File: config.mk
export PLATFORM = sky130hd
export DESIGN_NAME = float_adder_fp32
export DESIGN_NICKNAME = d
export VERILOG_FILES = /design/src/rtl/float_adder_fp32.sv
export SDC_FILE = /design/constraint.sdc
export NUM_CORES = 1
export LEC_CHECK = 0
export CAP_MARGIN = 5
export CORE_UTILIZATION = 55
export CTS_CLUSTER_SIZE = 14
export DETAILED_ROUTE_END_ITERATION = 10
export PLACE_DENSITY_LB_ADDON = 0.1
export REMOVE_ABC_BUFFERS = 1
export SYNTH_ARGS = -nofsm -noshare
export SYNTH_HDL_FRONTEND = slang
export SYNTH_SLANG_ARGS = --single-unit
export TNS_END_PERCENT = 50
File: constraint.sdc
create_clock -name clk -period 1.1 [get_ports clk]
set_clock_uncertainty 0.2 [all_clocks]
set_input_delay 0.275 -clock clk [delete_from_list [all_inputs] [get_ports clk]]
set_output_delay 0.275 -clock clk [all_outputs]
set_load 0.02 [all_outputs]
File: src/rtl/float_adder_fp32.sv
// IEEE-754 single-precision adder/subtractor, one-cycle registered latency.
// Define FLOAT_ADDER_RNE_EN for round-to-nearest-even; the default build truncates.
module float_adder_fp32 (
    input  logic        clk,
    input  logic        rst_n,
    input  logic        in_valid,
    input  logic [31:0] a,
    input  logic [31:0] b,
    output logic        out_valid,
    output logic [31:0] Out,
    output logic [24:0] Out_test,
    output logic [7:0]  shift,
    output logic        c_out
);

    function automatic logic [4:0] lzc27(input logic [26:0] v);
        logic [4:0] n;
        logic       found;
        n     = 5'd27;
        found = 1'b0;
        for (int i = 26; i >= 0; i--) begin
            if (!found && v[i]) begin
                n     = 5'(26 - i);
                found = 1'b1;
            end
        end
        return n;
    endfunction

    logic [7:0]  ea, eb, eL, eS;
    logic [22:0] fa, fb;
    logic [23:0] ma, mb, mL, mS, al;
    logic        sL, sS;
    logic [7:0]  shift_d;
    logic [24:0] sum_d;
    logic [4:0]  lz;
    logic [23:0] mant;
    logic [9:0]  exp_n;
    logic        is_zero;
    logic [31:0] norm;
    logic        a_nan, b_nan, a_inf, b_inf;
    logic [31:0] out_d;
`ifdef FLOAT_ADDER_RNE_EN
    logic [49:0] wide;
    logic        g, r, st, rnd;
    logic [27:0] ext;
    logic [26:0] m27;
    logic [24:0] mant25;
`endif

    logic        valid_q;
    logic [31:0] out_q;
    logic [24:0] test_q;
    logic [7:0]  shift_q;

    always_comb begin
        ea = a[30:23];
        eb = b[30:23];
        fa = (ea == 8'd0) ? 23'd0 : a[22:0];
        fb = (eb == 8'd0) ? 23'd0 : b[22:0];
        ma = {ea != 8'd0, fa};
        mb = {eb != 8'd0, fb};

        // Ties in magnitude keep a as the large operand.
        if ({ea, fa} >= {eb, fb}) begin
            sL = a[31]; sS = b[31]; eL = ea; eS = eb; mL = ma; mS = mb;
        end else begin
            sL = b[31]; sS = a[31]; eL = eb; eS = ea; mL = mb; mS = ma;
        end
        shift_d = eL - eS;
        lz      = 5'd0;
        mant    = 24'd0;
        exp_n   = 10'd0;

`ifdef FLOAT_ADDER_RNE_EN
        wide = {mS, 26'd0} >> shift_d;
        if (shift_d >= 8'd26) begin
            al = 24'd0; g = 1'b0; r = 1'b0; st = |mS;
        end else begin
            al = wide[49:26]; g = wide[25]; r = wide[24]; st = |wide[23:0];
        end
        sum_d = (sL == sS) ? ({1'b0, mL} + {1'b0, al}) : ({1'b0, mL} - {1'b0, al});
        ext   = (sL == sS) ? ({1'b0, mL, 3'b000} + {1'b0, al, g, r, st})
                           : ({1'b0, mL, 3'b000} - {1'b0, al, g, r, st});
        if (ext[27]) begin
            m27   = {ext[27:2], ext[1] | ext[0]};
            exp_n = {2'b00, eL} + 10'd1;
        end else begin
            lz    = lzc27(ext[26:0]);
            m27   = ext[26:0] << lz;
            exp_n = {2'b00, eL} - {5'd0, lz};
        end
        rnd    = m27[2] & (m27[1] | m27[0] | m27[3]);
        mant25 = {1'b0, m27[26:3]} + {24'd0, rnd};
        if (mant25[24]) begin
            mant  = mant25[24:1];
            exp_n = exp_n + 10'd1;
        end else begin
            mant  = mant25[23:0];
        end
`else
        al    = mS >> shift_d;
        sum_d = (sL == sS) ? ({1'b0, mL} + {1'b0, al}) : ({1'b0, mL} - {1'b0, al});
        if (sum_d[24]) begin
            mant  = sum_d[24:1];
            exp_n = {2'b00, eL} + 10'd1;
        end else begin
            lz    = lzc27({sum_d[23:0], 3'b000});
            mant  = sum_d[23:0] << lz;
            exp_n = {2'b00, eL} - {5'd0, lz};
        end
`endif

        // A normalised non-zero mantissa always has its top bit set.
        is_zero = !mant[23];
        if (is_zero)
            norm = 32'd0;
        else if (!exp_n[9] && exp_n >= 10'd255)
            norm = {sL, 8'hFF, 23'd0};
        else if (exp_n[9] || exp_n == 10'd0)
            norm = {sL, 31'd0};
        else
            norm = {sL, exp_n[7:0], mant[22:0]};

        a_nan = (&a[30:23]) && (|a[22:0]);
        b_nan = (&b[30:23]) && (|b[22:0]);
        a_inf = (&a[30:23]) && !(|a[22:0]);
        b_inf = (&b[30:23]) && !(|b[22:0]);
        if (a_nan || b_nan || (a_inf && b_inf && (a[31] != b[31])))
            out_d = 32'h7FC00000;
        else if (a_inf)
            out_d = a;
        else if (b_inf)
            out_d = b;
        else
            out_d = norm;
    end

    always_ff @(posedge clk or negedge rst_n) begin
        if (!rst_n) begin
            valid_q <= 1'b0;
            out_q   <= 32'd0;
            test_q  <= 25'd0;
            shift_q <= 8'd0;
        end else begin
            valid_q <= in_valid;
            if (in_valid) begin
                out_q   <= out_d;
                test_q  <= sum_d;
                shift_q <= shift_d;
            end
        end
    end

    assign out_valid = valid_q;
    assign Out       = out_q;
    assign Out_test  = test_q;
    assign shift     = shift_q;
    assign c_out     = test_q[24];

endmodule

==> summary.txt, run 1 <==
Placed design
  • Port Buf Inserts: between 100 and 150
  • RD Place Congestion: ~1.1
  • Placed inst area: 17,290 um^2
  • Dpl hpwl: ~43 mm

Global route
  • Total grt overflow: 790
  • First-pass GRT wire length: around 160 mm
  • Vias in the first global route: around 25,000
  • Gr usage total: 0.9474
  • Largest net degree at the start of global routing: between 80 and 90

Synth
  • EDFF count, synth: 0
  • Post-Synthesis Cells: about 1,600
  • #FFs+latches synth: 66
  • Synth cell types: 100
  • Ys async rst share: 1.000
  • Synth Flop Type: dfrtp_1
  • Sequential share of the synthesized area: 0.1440
  • Post-Syn Area per Cell: between 7 and 8 um^2
  • YS warnings: 0
  • Mapped cell area: ~11,000 um^2

Die
  • Initial core utilization: 0.5633
  • Boundary pin count: about 130
  • Die X: between 100 and 150 um
  • Die Y: roughly 150 um
  • Site row count: 52

Run status
  • Run Error: [ERROR GRT-0116] Global routing finished with congestion. Check the congestion regions in the DRC Viewer.
  • Outcome: did not finish
  • Last stage: 5_1_grt

Clock network
  • CTS Sinks: 66
  • CTS buffer count: 9
  • Clk root buf: clkbuf_16
  • H-tree levels: 3
  • Worst-case clock buffer depth: 2
-- logic make-up after synthesis --
group	synth area share
compound gates	0.3035
xor+xnor	0.03512
fa+ha+maj	0.07329
buf+inv	0.05628
flops	0.1440
mux	0.1120
simple gates	0.2758
-- per-layer routing --
metal	overflow	global-route usage
met5	7	0.4909
met4	236	1.036
met3	19	0.8134
met2	506	1.106
met1	22	0.9071
-- synthesized netlist by cell type, drive strengths merged, types with 16 or more instances --
cell,number,area share
nand2,183,0.060
xnor2,31,0.024
o21a,17,0.011
nand4,25,0.015
nor4,31,0.019
mux2i,62,0.054
a21o,28,0.019
a21oi,109,0.048
nand3,77,0.034
nor2,148,0.051
and2,40,0.022
inv,50,0.016
mux2,45,0.044
o22ai,17,0.0093
o21ai,121,0.053
dfrtp,66,0.14
nor3,56,0.026
and3,16,0.0092
ha,64,0.070
clkbuf,63,0.021
o211ai,35,0.023
a211oi,16,0.010
buf,40,0.018
-- through the flow --
| step | setup slack, ps | utilization | hold WS [ps] | std cells |
|---|---|---|---|---|
| after floorplan | -13420 | - | -220.6 | 1494 |
| after global placement | -11360 | 0.8490 | 238.2 | 2499 |
| after detailed placement | -11960 | 0.8490 | 242.9 | 2499 |
| after CTS | -9852 | 0.9785 | 216.7 | 2604 |
-- repair_timing --
| item | 4_1_cts |
|---|---|
| pin swaps | 170 |
| resized for setup | 439 |
| setup buffers | 86 |
| hold buffers | 1 |
| endpoints found under the setup margin | 132 |
| cloned | 7 |
| hold endpoints to repair | 66 |
==> run 2: changes to the inputs <==
Settings changed: CORE_UTILIZATION 55 to 40, CTS_CLUSTER_SIZE 14 to unset, PLACE_DENSITY_LB_ADDON 0.1 to 0.15.
==> run 2 against run 1 <==
The flow now finishes, with violations (negative setup slack). Synthesized area is the same. Synthesized cell count is the same.
==> summary.txt, run 2 <==
Route
  • ANT nets after route: 0
  • Post-route DRC: 0
  • Routed length per placed instance: 23.72 um
  • 1st-pass router iterations: 6
  • DRT Wirelength: around 65 mm
  • Via count: around 17,000
  • Initial DRC count: between 1,500 and 2,000
  • Vias per std cell: 6.345

Global route
  • Largest net degree at the start of global routing: 82
  • First-pass GRT wire length: 90.95 mm
  • Total grt overflow: 0
  • Vias in the first global route: approximately 16,000
  • Gr usage total: 0.4031
  • Antenna violations before repair: 1

Placed design
  • Pre-CTS setup slack: -11,830 ps (+131.5 ps)
  • Placed inst area: 17,610 um^2 (+1.9%)
  • Dpl hpwl: 46.05 mm (+5.9%)
  • Port Buf Inserts: 133 (unchanged)
  • RD Place Congestion: 1.035 (-8.7%)

Finish
  • Most common cell after layout, fill and taps aside: buf_4
  • Most frequent cells in the layout: 650 x buf_4, 152 x nand2_1, 124 x nor2_1
  • Area delta synth->final: 85.80%
  • Layout net count: approximately 2,500
  • Fraction of layout cells with a size suffix above 1: 0.4981
  • Finished Cell Area: 21,320 um^2
  • Max reg flops: 32
  • Final Util: 0.7610

Synth
  • Mapped cell area: 11,470 um^2 (unchanged)
  • Ys async rst share: 1.000 (unchanged)
  • Synth area leaders: dfrtp_1 14%, ha_1 7.0%, nand2_1 5.9%
  • Top-count cell post-synth: nand2_1
  • Leading area contributor after synthesis: dfrtp_1
  • YS warnings: 0 (unchanged)
  • EDFF count, synth: 0 (unchanged)
  • #FFs+latches synth: 66 (unchanged)
  • Post-Synthesis Cells: 1,597 (unchanged)
  • Synth Flop Type: dfrtp_1
  • Synth cell types: 100 (unchanged)
  • Post-Syn Area per Cell: 7.184 um^2 (unchanged)
  • Sequential share of the synthesized area: 0.1440 (unchanged)
  • Share of the synthesized area in the top cell type: 0.1440 (unchanged)
  • Commonest cells in the netlist: 181 x nand2_1, 144 x nor2_1, 116 x o21ai_0

Setup path
  • Reg2reg path depth: 5
  • R2R Path Start: Out[22]
  • Worst path bufs/invs: 18
  • R2r endpoint: Out[22]
  • CP Max Fanout: 8
  • Flop2flop setup slack: -200 ps
  • Top delay family on crit path: simple AND/OR/NAND/NOR gates
  • Slowest CP cell: or4b_4
  • Crit end category: flop
  • Worst setup path class: primary input to flop
  • Slowest stage delay, CP: 640 ps
  • Crit path DAT: 11,650 ps
  • CP required: ~1100 ps
  • CP Launch Type: primary input
  • CP dominant cell by count: buf_4

Power
  • Worst vdd ir: approximately 0.0013 V
  • Leak: 0.009638 uW
  • Final Power: 51,000 uW
  • Power Density: 2393 nW/um^2

Clock network
  • CTS tree: done
  • Clock transition at the registers of the reported paths: ~70 ps
  • Clk root buf: clkbuf_16
  • CTS buffer count: 9 (unchanged)
  • Latest clock arrival within the worst-skew pair: between 300 and 400 ps
  • CTS Sinks: 66 (unchanged)
  • H-tree levels: 3 (unchanged)
  • Worst-case clock buffer depth: 2 (unchanged)

Timing
  • Final Hold Viols: 0
  • Endpoints failing setup: between 100 and 150
  • Final min period: 11,610 ps
  • Period utilization: 10.56
  • PnR worst setup slack: -10,510 ps
  • Fmax: between 80 and 90 MHz
  • Slew Limit Fails: 0
  • RSZ-0062 raised after global routing: true
  • Slew HR: 0.3759
  • Least-Margin Pin Slew: around 940 ps

Die
  • Initial core utilization: 0.4096 (-0.1538)
  • Die area: roughly 29,000 um^2
  • Total core area: ~28,000 um^2
  • Boundary pin count: 134 (unchanged)
  • Die X: 171.4 um (+17%)
  • Die Y: 171.4 um (+17%)
  • Site row count: 61 (+17%)

Run status
  • Outcome: finished, violations left
  • Failing checks: negative setup slack

Run
  • Max cap viols: 0

Min path
  • Hold WC Path Type: primary input to asynchronous set/reset pin
run 2: how the worst max path moves through the flow:
stage / cells after the start / end / start / slack, ps
2_1_floorplan: 52 / Out[0] / b[23] / -13420
3_3_place_gp: 56 / Out[19] / a[28] / -11690
3_5_place_dp: 56 / Out[2] / a[29] / -11830
4_1_cts: 58 / Out[9] / a[23] / -9800
5_1_grt: 64 / Out[19] / a[28] / -10870
6_report: 58 / Out[19] / a[30] / -10510
run 2: cells by family (layout without fill, tap and decap cells):
family,Yosys count,after routing,synth area share
flops,66,66,0.1440
xor+xnor,46,46,0.03512
buf+inv,156,933,0.05628
simple gates,639,639,0.2758
other cells,0,1,0
fa+ha+maj,66,66,0.07329
compound gates,510,511,0.3035
mux,114,114,0.1120
run 2: through the flow:
| step | setup TNS [ps] | std cells | hold slack [ps] |
|---|---|---|---|
| 2_1_floorplan | -655860 | 1494 | -220.6 |
| 3_3_place_gp | -598370 | 2622 | -46.19 |
| 3_5_place_dp | -606240 | 2622 | -44.14 |
| 4_1_cts | -512500 | 2714 | 122.7 |
| 5_1_grt | -556240 | 2753 | 157.2 |
| 6_report | -536140 | 2754 | 130.6 |
run 2: cell type report:
| type | instances | area, um^2 |
|---|---|---|
| antenna | 1 | 2.502 |
| clock buffer | 10 | 239.0 |
| clock inverter | 6 | 90.09 |
| fill | 2030 | 6695 |
| inverter | 53 | 214.0 |
| multi-input combinational | 1376 | 11410 |
| sequential | 66 | 1652 |
| tap | 378 | 473.0 |
| timing repair buffer | 864 | 7239 |
run 2: routing by layer:
layer  vias to the layer above  GRT usage  share of wire
met1                      8345     0.5051           0.39
met3                       344    0.06880          0.093
met4                         2     0.2061          0.063
li1                       7594          -              -
met5                         -          0        0.00020
met2                      1188     0.6628           0.46
run 2: where the power goes:
| part | switching, uW | total [uW] | internal [uW] |
|---|---|---|---|
| clock | 1220 | 3270 | 2050 |
| sequential | 650 | 4150 | 3500 |
| combinational | 23000 | 43600 | 20600 |
| total | 24900 | 51000 | 26100 |
run 2: worst reg2reg max path, cell delays in order (launching register included):
cell and delay, ps:
dfrtp_1 360, buf_4 120, nor2_1 30, nor3_1 300, nand4b_1 130, nand3_1 100
run 2: what timing repair did:
action | in CTS | in global routing
gates cloned | 5 | 0
resized for setup | 372 | 332
hold buffers | 1 | 0
pin swaps | 124 | 152
setup buffers | 70 | 49
endpoints found under the hold margin | 66 | 0
endpoints found under the setup margin | 132 | 132
Note: power is estimated with default switching activity, not from simulation.
==> patch, RTL diff (settings of run 2) <==
Add a define of `FLOAT_ADDER_RNE_EN`.
--- a/src/rtl/float_adder_fp32.sv
+++ b/src/rtl/float_adder_fp32.sv
@@ -1,5 +1,7 @@
 // IEEE-754 single-precision adder/subtractor, one-cycle registered latency.
 // Define FLOAT_ADDER_RNE_EN for round-to-nearest-even; the default build truncates.
+`define FLOAT_ADDER_RNE_EN
+
 module float_adder_fp32 (
     input  logic        clk,
     input  logic        rst_n,
Check against the original RTL: not equivalent (Yosys sat finds a counterexample within 4 cycles, from zero or initial values and one cycle with rst_n low).
==> patch against run 2 <==
The flow still finishes with violations (negative setup slack); total power fell by 12%; non-clock buffer count is 376 higher; worst setup slack got worse by 1200 ps; sequential cell count unchanged; clock power up 18%; utilization decreased by 2.6 points; sequential power shrank 4%; fmax fell by 9.6%; wire length up 48%; critical path depth increased by 8; via count is 44% higher; cell area increased by 34%; area after synthesis up 38%; largest power group unchanged.
==> patch: results (changes against run 2) <==
Final Wtd Congestion 1.07 (was 1.03); first-pass GRT wire length 141000 µm (was 90900 µm); metal2 WL 41000 µm (was 29800 µm); Sw Ratio 0.495 (was 0.487); Crit path arrival time 12890 ps (was 11650 ps); # Post-CTS Setup Buffers 102 (was 70); Worst-Margin Slew 1020 ps (was 936 ps); Hold-fix buffers, CTS 1 (unchanged); complex-gate fraction of the synthesized area 0.339 (was 0.304); XOR/XNOR Fraction of Synth Area 0.0436 (was 0.0351); Worst-Skew Late Latency 380 ps (was 340 ps); met2 Usage GRT 0.690 (was 0.663); via count 25100 (was 17500); pre-CTS WS -12650 ps (was -11830 ps); power in the clock group 3.85 mW (was 3.27 mW); VDD IR max 0.00119 V (was 0.00127 V); Worst-path clk slew 90 ps (was 70 ps); metal3 WL 10500 µm (was 6080 µm); DP HPWL 69800 µm (was 46100 µm); final setup violation count 132 (unchanged); met3 Use GR 0.0802 (was 0.0688); Slowest Stage Delay on Critical Path 520 ps (was 640 ps); initial antenna violation count 2 (was 1); layout cells sized above 1 0.467 (was 0.498); status finished, violations left (unchanged); DRT met1 WL 37500 µm (was 25300 µm); CTS resizes 451 (was 372); Commonest cells post-synth nand2_1 (275), nor2_1 (230), a21oi_1 (189) (was nand2_1 (181), nor2_1 (144), o21ai_0 (116)); Comb. pwr 37.3 mW (was 43.6 mW); top cell family by delay on the critical path compound AO/OA/AOI/OAI gates (was simple AND/OR/NAND/NOR gates); failing checks negative setup slack (unchanged); Critical Path Start a[27] (was a[30]); Iteration-0 DRC Markers 3255 (was 1990); GRT Util Overall 0.450 (was 0.403); Fin Setup TNS -588900 ps (was -536140 ps); setup slack, reg-to-reg -470 ps (was -200 ps); cells after synthesis 2329 (was 1597); register area share after synthesis 0.104 (was 0.144); Placed Cells 3807 (was 2622); top cells by area, synth dfrtp_1 (10%), ha_1 (7.2%), nand2_1 (6.5%), a21oi_1 (6.0%), nor2_1 (5.5%) (was dfrtp_1 (14%), ha_1 (7.0%), nand2_1 (5.9%), mux2i_1 (5.4%), o21ai_0 (5.1%)); Cell Area, Placed 24700 µm² (was 17600 µm²); top layer in use met4 (was met5); net count reported at finish 3597 (was 2503); post-synth cell types 117 (was 100); power density over cell area 1580 nW/µm² (was 2390 nW/µm²); PnR worst setup slack -11750 ps (was -10510 ps); vias in the first global route 24200 (was 16200); CP max FO 6 (was 8); post-route insts no fill 3960 (was 2754); post-synthesis mux area share 0.0613 (was 0.112)
[patch: worst min path at each step]
stage	from	end	slack [ps]	cells after the start
after CTS	in_valid	shift[1]$_DFFE_PN0P_	160	3
after global placement	rst_n	Out[8]$_DFFE_PN0P_	70	2
after floorplan	rst_n	Out[0]$_DFFE_PN0P_	-220	0
after detailed placement	rst_n	Out[12]$_DFFE_PN0P_	80	2
final	rst_n	Out[21]$_DFFE_PN0P_	200	3
after global routing	in_valid	Out[25]$_DFFE_PN0P_	210	4
[patch: area by class of cell]
| class | count | area [µm²] |
|---|---|---|
| multi-input combinational | 2008 | 15300 |
| sequential | 66 | 1650 |
| antenna | 1 | 2.50 |
| tap | 518 | 648 |
| inverter | 111 | 427 |
| fill | 2929 | 10300 |
| timing repair buffer | 1240 | 10200 |
| clock buffer | 9 | 225 |
| clock inverter | 7 | 126 |
[patch: worst min-delay path, delay by kind of cell]
kind,cells,cell delay (ps)
buf+inv,3,900
